### config.mk
export PLATFORM = sky130hd
export DESIGN_NAME = door_actuator_flat
export DESIGN_NICKNAME = d
export VERILOG_FILES = /design/src/rtl/door_pkg.sv /design/src/rtl/door_actuator_if.sv /design/src/rtl/door_debounce.sv /design/src/rtl/door_actuator.sv /design/src/flat_wrapper.sv
export SDC_FILE = /design/constraint.sdc
export NUM_CORES = 1
export LEC_CHECK = 0
export ABC_AREA = 1
export CAP_MARGIN = 20
export CORE_AREA = 5 5 78 80
export CTS_CLUSTER_SIZE = 16
export DETAILED_ROUTE_END_ITERATION = 6
export DIE_AREA = 0 0 83 85
export PLACE_DENSITY = 0.41
export SYNTH_ARGS = -nofsm -noshare
export SYNTH_HDL_FRONTEND = slang
export SYNTH_SLANG_ARGS = --single-unit
### constraint.sdc
create_clock -name clk -period 4.1 [get_ports clk]
set_input_delay 0.82 -clock clk [delete_from_list [all_inputs] [get_ports clk]]
set_output_delay 0.82 -clock clk [all_outputs]
set_load 0.01 [all_outputs]
### src/rtl/door_pkg.sv
// Shared types and default constants for the door actuator.
package door_pkg;

    typedef enum logic [2:0] {
        CLOSED  = 3'd0,
        OPENING = 3'd1,
        OPEN    = 3'd2,
        CLOSING = 3'd3,
        FAULT   = 3'd4
    } door_state_e;

    localparam int unsigned DOOR_TIMEOUT_DEF  = 1000;
    localparam int unsigned DOOR_DEBOUNCE_DEF = 4;

    function automatic logic is_moving(door_state_e s);
        return (s == OPENING) || (s == CLOSING);
    endfunction

endpackage

### src/rtl/door_actuator_if.sv
// Door command / sensor / motor bundle between controller side and actuator.
// The obstruction line exists only when DOOR_OBSTRUCT_REVERSE_EN is defined.
interface door_actuator_if;
    import door_pkg::*;

    logic        door_open;
    logic        limit_open;
    logic        limit_closed;
    logic        fault_clr;
`ifdef DOOR_OBSTRUCT_REVERSE_EN
    logic        obstruction;
`endif
    logic        motor_open;
    logic        motor_close;
    door_state_e door_state;
    logic        fault;

`ifdef DOOR_OBSTRUCT_REVERSE_EN
    modport master (
        output door_open, limit_open, limit_closed, fault_clr, obstruction,
        input  motor_open, motor_close, door_state, fault
    );
    modport slave (
        input  door_open, limit_open, limit_closed, fault_clr, obstruction,
        output motor_open, motor_close, door_state, fault
    );
`else
    modport master (
        output door_open, limit_open, limit_closed, fault_clr,
        input  motor_open, motor_close, door_state, fault
    );
    modport slave (
        input  door_open, limit_open, limit_closed, fault_clr,
        output motor_open, motor_close, door_state, fault
    );
`endif

endinterface

### src/rtl/door_debounce.sv
// Two-flop synchroniser followed by a stable-sample counter for one raw sensor input.
module door_debounce import door_pkg::*; #(
    parameter int unsigned DEBOUNCE_CYCLES = DOOR_DEBOUNCE_DEF
) (
    input  logic clk,
    input  logic rst_n,
    input  logic i_raw,
    output logic o_db
);

    localparam int unsigned CW = (DEBOUNCE_CYCLES > 1) ? $clog2(DEBOUNCE_CYCLES) : 1;

    logic          r_sync1;
    logic          r_sync2;
    logic          r_db;
    logic [CW-1:0] r_cnt;

    // r_cnt counts consecutive synchronised samples that disagree with r_db.
    always_ff @(posedge clk or negedge rst_n) begin
        if (!rst_n) begin
            r_sync1 <= 1'b0;
            r_sync2 <= 1'b0;
            r_db    <= 1'b0;
            r_cnt   <= '0;
        end else begin
            r_sync1 <= i_raw;
            r_sync2 <= r_sync1;
            if (r_sync2 == r_db) begin
                r_cnt <= '0;
            end else if (r_cnt == CW'(DEBOUNCE_CYCLES - 1)) begin
                r_db  <= r_sync2;
                r_cnt <= '0;
            end else begin
                r_cnt <= r_cnt + 1'b1;
            end
        end
    end

    assign o_db = r_db;

endmodule

### src/rtl/door_actuator.sv
// Door actuator: debounced limit switches, door FSM with timeout, registered motor outputs.
// Define DOOR_OBSTRUCT_REVERSE_EN to add obstruction sensing with reversal while closing.
module door_actuator import door_pkg::*; #(
    parameter int unsigned TIMEOUT_CYCLES  = DOOR_TIMEOUT_DEF,
    parameter int unsigned DEBOUNCE_CYCLES = DOOR_DEBOUNCE_DEF
) (
    input logic            clk,
    input logic            rst_n,
    door_actuator_if.slave io_bus
);

    localparam int unsigned TW = $clog2(TIMEOUT_CYCLES);

    logic          w_lim_open_db;
    logic          w_lim_closed_db;
    logic          w_obs_db;
    logic          w_tmo_hit;
    door_state_e   w_state_next;

    door_state_e   r_state;
    logic          r_motor_open;
    logic          r_motor_close;
    logic          r_fault;
    logic [TW-1:0] r_tmo;

    door_debounce #(.DEBOUNCE_CYCLES(DEBOUNCE_CYCLES)) u_db_open (
        .clk   (clk),
        .rst_n (rst_n),
        .i_raw (io_bus.limit_open),
        .o_db  (w_lim_open_db)
    );

    door_debounce #(.DEBOUNCE_CYCLES(DEBOUNCE_CYCLES)) u_db_closed (
        .clk   (clk),
        .rst_n (rst_n),
        .i_raw (io_bus.limit_closed),
        .o_db  (w_lim_closed_db)
    );

`ifdef DOOR_OBSTRUCT_REVERSE_EN
    door_debounce #(.DEBOUNCE_CYCLES(DEBOUNCE_CYCLES)) u_db_obs (
        .clk   (clk),
        .rst_n (rst_n),
        .i_raw (io_bus.obstruction),
        .o_db  (w_obs_db)
    );
`else
    assign w_obs_db = 1'b0;
`endif

    assign w_tmo_hit = (r_tmo == TW'(TIMEOUT_CYCLES - 1));

    always_comb begin
        w_state_next = r_state;
        if (r_state != FAULT && w_lim_open_db && w_lim_closed_db) begin
            w_state_next = FAULT;
        end else begin
            case (r_state)
                CLOSED: begin
                    if (io_bus.door_open) w_state_next = OPENING;
                end
                OPENING: begin
                    if (w_lim_open_db)                       w_state_next = OPEN;
                    else if (!io_bus.door_open && !w_obs_db) w_state_next = CLOSING;
                    else if (w_tmo_hit)                      w_state_next = FAULT;
                end
                OPEN: begin
                    if (!io_bus.door_open && !w_obs_db) w_state_next = CLOSING;
                end
                CLOSING: begin
                    if (w_obs_db)              w_state_next = OPENING;
                    else if (w_lim_closed_db)  w_state_next = CLOSED;
                    else if (io_bus.door_open) w_state_next = OPENING;
                    else if (w_tmo_hit)        w_state_next = FAULT;
                end
                FAULT: begin
                    if (io_bus.fault_clr) begin
                        if (w_lim_closed_db)    w_state_next = CLOSED;
                        else if (w_lim_open_db) w_state_next = OPEN;
                        else                    w_state_next = CLOSING;
                    end
                end
                default: w_state_next = FAULT;
            endcase
        end
    end

    // Outputs decode the next state so they line up with door_state.
    always_ff @(posedge clk or negedge rst_n) begin
        if (!rst_n) begin
            r_state       <= CLOSED;
            r_motor_open  <= 1'b0;
            r_motor_close <= 1'b0;
            r_fault       <= 1'b0;
            r_tmo         <= '0;
        end else begin
            r_state       <= w_state_next;
            r_motor_open  <= (w_state_next == OPENING);
            r_motor_close <= (w_state_next == CLOSING);
            r_fault       <= (w_state_next == FAULT);
            if (w_state_next != r_state) begin
                r_tmo <= '0;
            end else if (is_moving(r_state) && (r_tmo != '1)) begin
                r_tmo <= r_tmo + 1'b1;
            end
        end
    end

    assign io_bus.motor_open  = r_motor_open;
    assign io_bus.motor_close = r_motor_close;
    assign io_bus.door_state  = r_state;
    assign io_bus.fault       = r_fault;

endmodule

### src/flat_wrapper.sv
// flat-port wrapper written by rule: the top's interface ports become plain ports
module door_actuator_flat import door_pkg::*;
#(
    parameter int unsigned TIMEOUT_CYCLES  = DOOR_TIMEOUT_DEF,
    parameter int unsigned DEBOUNCE_CYCLES = DOOR_DEBOUNCE_DEF
)
  (clk, rst_n, io_bus_door_open, io_bus_limit_open, io_bus_limit_closed, io_bus_fault_clr, io_bus_motor_open, io_bus_motor_close, io_bus_door_state, io_bus_fault);
  door_actuator_if io_bus_i ();
  input logic clk;
  input logic rst_n;
  input wire logic [$bits(io_bus_i.door_open)-1:0] io_bus_door_open;
  input wire logic [$bits(io_bus_i.limit_open)-1:0] io_bus_limit_open;
  input wire logic [$bits(io_bus_i.limit_closed)-1:0] io_bus_limit_closed;
  input wire logic [$bits(io_bus_i.fault_clr)-1:0] io_bus_fault_clr;
  output wire logic [$bits(io_bus_i.motor_open)-1:0] io_bus_motor_open;
  output wire logic [$bits(io_bus_i.motor_close)-1:0] io_bus_motor_close;
  output wire logic [$bits(io_bus_i.door_state)-1:0] io_bus_door_state;
  output wire logic [$bits(io_bus_i.fault)-1:0] io_bus_fault;
  assign io_bus_i.door_open = io_bus_door_open;
  assign io_bus_i.limit_open = io_bus_limit_open;
  assign io_bus_i.limit_closed = io_bus_limit_closed;
  assign io_bus_i.fault_clr = io_bus_fault_clr;
  assign io_bus_motor_open = io_bus_i.motor_open;
  assign io_bus_motor_close = io_bus_i.motor_close;
  assign io_bus_door_state = io_bus_i.door_state;
  assign io_bus_fault = io_bus_i.fault;
  door_actuator #(.TIMEOUT_CYCLES(TIMEOUT_CYCLES), .DEBOUNCE_CYCLES(DEBOUNCE_CYCLES)) u_core (.clk(clk), .rst_n(rst_n), .io_bus(io_bus_i));
endmodule
==> impl_results.html <==
<table>
<tr><th>Metric</th><th>Value</th></tr>
<tr><th colspan="2">Run status</th></tr>
<tr><td>Status</td><td>complete, no violations</td></tr>
<tr><th colspan="2">Timing</th></tr>
<tr><td>Number of max-slew violations in the final report</td><td>0</td></tr>
<tr><td>Worst Hold Margin</td><td>352 ps</td></tr>
<tr><td>Crit path time final</td><td>2160 ps</td></tr>
<tr><td>Accumulated negative setup slack</td><td>0 ps</td></tr>
<tr><td>Crit share post-route</td><td>0.527</td></tr>
<tr><td>Final hold violation count</td><td>0</td></tr>
<tr><td>Unrepaired setup endpoints after global routing</td><td>no</td></tr>
<tr><td>Maximum clock frequency</td><td>0.463 GHz</td></tr>
<tr><td>Final setup vio count</td><td>0</td></tr>
<tr><td>Max Clock Skew</td><td>6.08 ps</td></tr>
<tr><td>Worst Max-Slew Pin Slew</td><td>338 ps</td></tr>
<tr><td>Max_slew headroom</td><td>0.775</td></tr>
<tr><td>Post-layout worst setup margin</td><td>1940 ps</td></tr>
<tr><th colspan="2">Clock network</th></tr>
<tr><td>Cts repair resizes</td><td>0</td></tr>
<tr><td>Number of clock buffers inserted by TritonCTS</td><td>3</td></tr>
<tr><td>H-tree lvl count</td><td>1</td></tr>
<tr><td>TritonCTS Sinks</td><td>26</td></tr>
<tr><td>CTS tree</td><td>yes</td></tr>
<tr><td>Hold buffers post-CTS</td><td>0</td></tr>
<tr><td>Clock-pin slew on the worst setup and hold paths</td><td>90 ps</td></tr>
<tr><td>Clock root buffer</td><td>clkbuf_8</td></tr>
<tr><td>Total setup buffers inserted after CTS</td><td>0</td></tr>
<tr><td>Clock Latency Late Sink</td><td>270 ps</td></tr>
<tr><td>CTS max path bufs</td><td>2</td></tr>
<tr><th colspan="2">Worst setup path</th></tr>
<tr><td>Type of the worst setup path</td><td>reg2out</td></tr>
<tr><td>Maximum fanout along the worst path</td><td>5</td></tr>
<tr><td>Worst Path Arrival</td><td>1340 ps</td></tr>
<tr><td>List of cells traversed by the critical path</td><td>clkdlybuf4s50_1</td></tr>
<tr><td>Buf+Inv Stages, Crit Path</td><td>1</td></tr>
<tr><td>Setup slack, reg-to-reg</td><td>2220 ps</td></tr>
<tr><td>Crit-path slowest cell</td><td>clkdlybuf4s50_1</td></tr>
<tr><td>Startpoint type of the worst setup path</td><td>flip-flop</td></tr>
<tr><td>Stage delay of the slowest cell on the critical path</td><td>590 ps</td></tr>
<tr><td>Required time at the endpoint of the critical path</td><td>3280 ps</td></tr>
<tr><td>Type of element capturing the critical path</td><td>output pin</td></tr>
<tr><td>Delay-heaviest family, CP</td><td>buffers and inverters</td></tr>
<tr><th colspan="2">Route</th></tr>
<tr><td>Total wire length</td><td>2440 um</td></tr>
<tr><td>DRC violations left</td><td>0</td></tr>
<tr><td>WL per Instance</td><td>9.98 um</td></tr>
<tr><td>Via count of the routed design</td><td>986</td></tr>
<tr><td>Post-DR vias/cell</td><td>4.04</td></tr>
<tr><td>Detailed router's first-iteration violation count</td><td>41</td></tr>
<tr><td>Count of nets left with antenna violations after detail routing</td><td>0</td></tr>
<tr><td>Count of TritonRoute iterations in the first routing pass</td><td>5</td></tr>
<tr><th colspan="2">GRT</th></tr>
<tr><td>Via count of the first global-routing pass</td><td>1044</td></tr>
<tr><td>First-pass GRT wire length</td><td>4700 um</td></tr>
<tr><td>Total track usage</td><td>0.0797</td></tr>
<tr><td>Global route overflow</td><td>0</td></tr>
<tr><td>Antenna violations before repair</td><td>0</td></tr>
<tr><td>Maximum number of pins on one net before global-route repair</td><td>27</td></tr>
<tr><th colspan="2">Power and ir drop</th></tr>
<tr><td>Peak ir drop on the vdd network</td><td>0.204 mV</td></tr>
<tr><td>Seq pwr share</td><td>0.401</td></tr>
<tr><td>Clock Power Share</td><td>0.176</td></tr>
<tr><td>Internal power of the cells</td><td>550 uW</td></tr>
<tr><td>Total power consumption of the routed design</td><td>918 uW</td></tr>
<tr><td>Logic gate share of total power</td><td>0.424</td></tr>
<tr><td>Switch share</td><td>0.401</td></tr>
<tr><td>Static leakage</td><td>0.000714 uW</td></tr>
<tr><td>Pwr/cell area</td><td>596 mW/mm^2</td></tr>
<tr><td>Net Switching</td><td>368 uW</td></tr>
<tr><th colspan="2">Floorplanning</th></tr>
<tr><td>Number of placement rows</td><td>27</td></tr>
<tr><td>Die X-Extent</td><td>83 um</td></tr>
<tr><td>Initial Util</td><td>0.240</td></tr>
<tr><td>Die height</td><td>85 um</td></tr>
<tr><td>Top Ports</td><td>12</td></tr>
<tr><td>Die Outline Area</td><td>0.00706 mm^2</td></tr>
<tr><td>Core area</td><td>0.00534 mm^2</td></tr>
<tr><th colspan="2">Yosys</th></tr>
<tr><td>Dominant cell type by area after synthesis</td><td>dfrtp_1</td></tr>
<tr><td>Share of the synthesized area in the top cell type</td><td>0.509</td></tr>
<tr><td>Synthesized area divided by synthesized cell count</td><td>8.20 um^2</td></tr>
<tr><td>Total of flip-flops plus latches after synthesis</td><td>26</td></tr>
<tr><td>Async set or reset register ratio after synthesis</td><td>1.00</td></tr>
<tr><td>Cells taking the most area after synthesis</td><td>dfrtp_1, nand2_1, nor2_1</td></tr>
<tr><td>Share of synthesized area occupied by flip-flops and latches</td><td>0.509</td></tr>
<tr><td>Post-synthesis cell type count</td><td>18</td></tr>
<tr><td>Synthesized cell area</td><td>0.00128 mm^2</td></tr>
<tr><td>Synth warn</td><td>0</td></tr>
<tr><td>Number of enable flip-flop cells after synthesis</td><td>0</td></tr>
<tr><td>Post-Synthesis Net Count</td><td>165</td></tr>
<tr><td>Post-synth top flop</td><td>dfrtp_1</td></tr>
<tr><td>Most frequent cell after synthesis</td><td>nand2_1</td></tr>
<tr><td>Cell types with the highest counts after synthesis</td><td>nand2_1, nor2_1, dfrtp_1</td></tr>
<tr><td>Gate Count Post-Synth</td><td>156</td></tr>
<tr><th colspan="2">Final layout</th></tr>
<tr><td>Post-route insts no fill</td><td>244</td></tr>
<tr><td>Number of antenna repair diodes</td><td>0</td></tr>
<tr><td>Syn-to-layout area delta</td><td>20.5%</td></tr>
<tr><td>Layout cells sized above 1</td><td>0.0872</td></tr>
<tr><td>Net count, final</td><td>182</td></tr>
<tr><th colspan="2">Job</th></tr>
<tr><td>Reported max-cap violation count</td><td>0</td></tr>
<tr><th colspan="2">Placement</th></tr>
<tr><td>Post-DP HPWL</td><td>1970 um</td></tr>
<tr><td>Dpl cells</td><td>240</td></tr>
<tr><td>Worst slack at placement</td><td>1690 ps</td></tr>
<tr><td>Routability congestion estimate</td><td>0.850</td></tr>
<tr><td>Number of buffer cells added on primary ports</td><td>11</td></tr>
<tr><th colspan="2">Worst hold path</th></tr>
<tr><td>Tightest Hold Check Type</td><td>reg2reg</td></tr>
</table>
==> layer usage <==
layer  routed length [um]  global-route usage  up-vias  part of all wire
met5                    0                   0        -                 0
met4                   24              0.0223        0            0.0099
met3                   88              0.0214        4             0.036
met2                 1170               0.141       12              0.48
met1                 1150              0.0948      453              0.47
li1                     -                   -      517                 -
==> worst reg2reg max path: cells and delay by family (launching register included) <==
family,cells,cell delay (ps)
buf+inv,1,150
simple gates,7,890
xor+xnor,1,130
flops,1,400
fa+ha+maj,1,210
==> cells in the final DEF (no fill, tap or decap), drive strengths merged, types with 3 or more instances in the layout <==
cell type	Yosys	routed
clkbuf	0	4
xor2	7	7
nand3	12	12
inv	18	18
nand2	42	42
ha	3	3
o21ai	5	5
dfrtp	26	26
nor3	6	6
nor2	32	32
xnor2	3	3
clkdlybuf4s50	0	11
==> power by group through the flow <==
stage	Combinational [uW]	Clock, uW	Sequential [uW]
6_report	389	161	368
5_1_grt	456	182	379
4_1_cts	402	170	370
3_5_place_dp	402	0	374
3_3_place_gp	395	0	374
2_1_floorplan	259	0	374
==> worst paths after layout <==
path,startpoint,to,cells past startpoint
setup / recovery,u_core.io_bus.door_state[2],io_bus_door_state[2],1
hold / removal,u_core.u_db_closed.r_sync1,u_core.u_db_closed.r_sync2,0
setup reg to reg,u_core.r_tmo[0],u_core.r_tmo[8],10
hold reg to reg,u_core.u_db_closed.r_sync1,u_core.u_db_closed.r_sync2,0
max in group asynchronous,rst_n,u_core.u_db_closed.r_sync2,2
min in group asynchronous,rst_n,u_core.r_tmo[2],2
==> kinds of logic (layout without fill, tap and decap cells) <==
| family | count (synthesis) | in the layout | synth area share |
|---|---|---|---|
| flops | 26 | 26 | 0.509 |
| buf+inv | 18 | 34 | 0.0528 |
| fa+ha+maj | 3 | 3 | 0.0294 |
| xor+xnor | 10 | 10 | 0.0685 |
| compound gates | 7 | 7 | 0.0274 |
| simple gates | 92 | 92 | 0.313 |
==> registers in the layout, indices dropped and copies added, names as in the netlist <==
name	count
u_core.u_db_closed.r_sync2	1
u_core.u_db_open.r_cnt	2
u_core.u_db_open.r_sync1	1
u_core.u_db_closed.r_sync1	1
u_core.u_db_open.r_sync2	1
u_core.io_bus.door_state	3
u_core.u_db_closed.o_db	1
u_core.io_bus.motor_close	1
u_core.r_tmo	10
u_core.io_bus.fault	1
u_core.u_db_open.o_db	1
u_core.u_db_closed.r_cnt	2
u_core.io_bus.motor_open	1
==> layout make-up <==
cell class | count | area [um^2]
tap | 72 | 90.1
timing repair buffer | 12 | 118
multi-input combinational | 112 | 561
sequential | 26 | 651
inverter | 18 | 67.6
clock buffer | 4 | 55.1
fill | 593 | 3800
==> stage by stage <==
stage / utilization / area, um^2
floorplan: - / 1280
global placement: 0.278 / 1490
detailed placement: 0.278 / 1490
CTS: 0.289 / 1540
global route: 0.289 / 1540
finish: 0.289 / 1540
(Power assumes the default switching activity.)
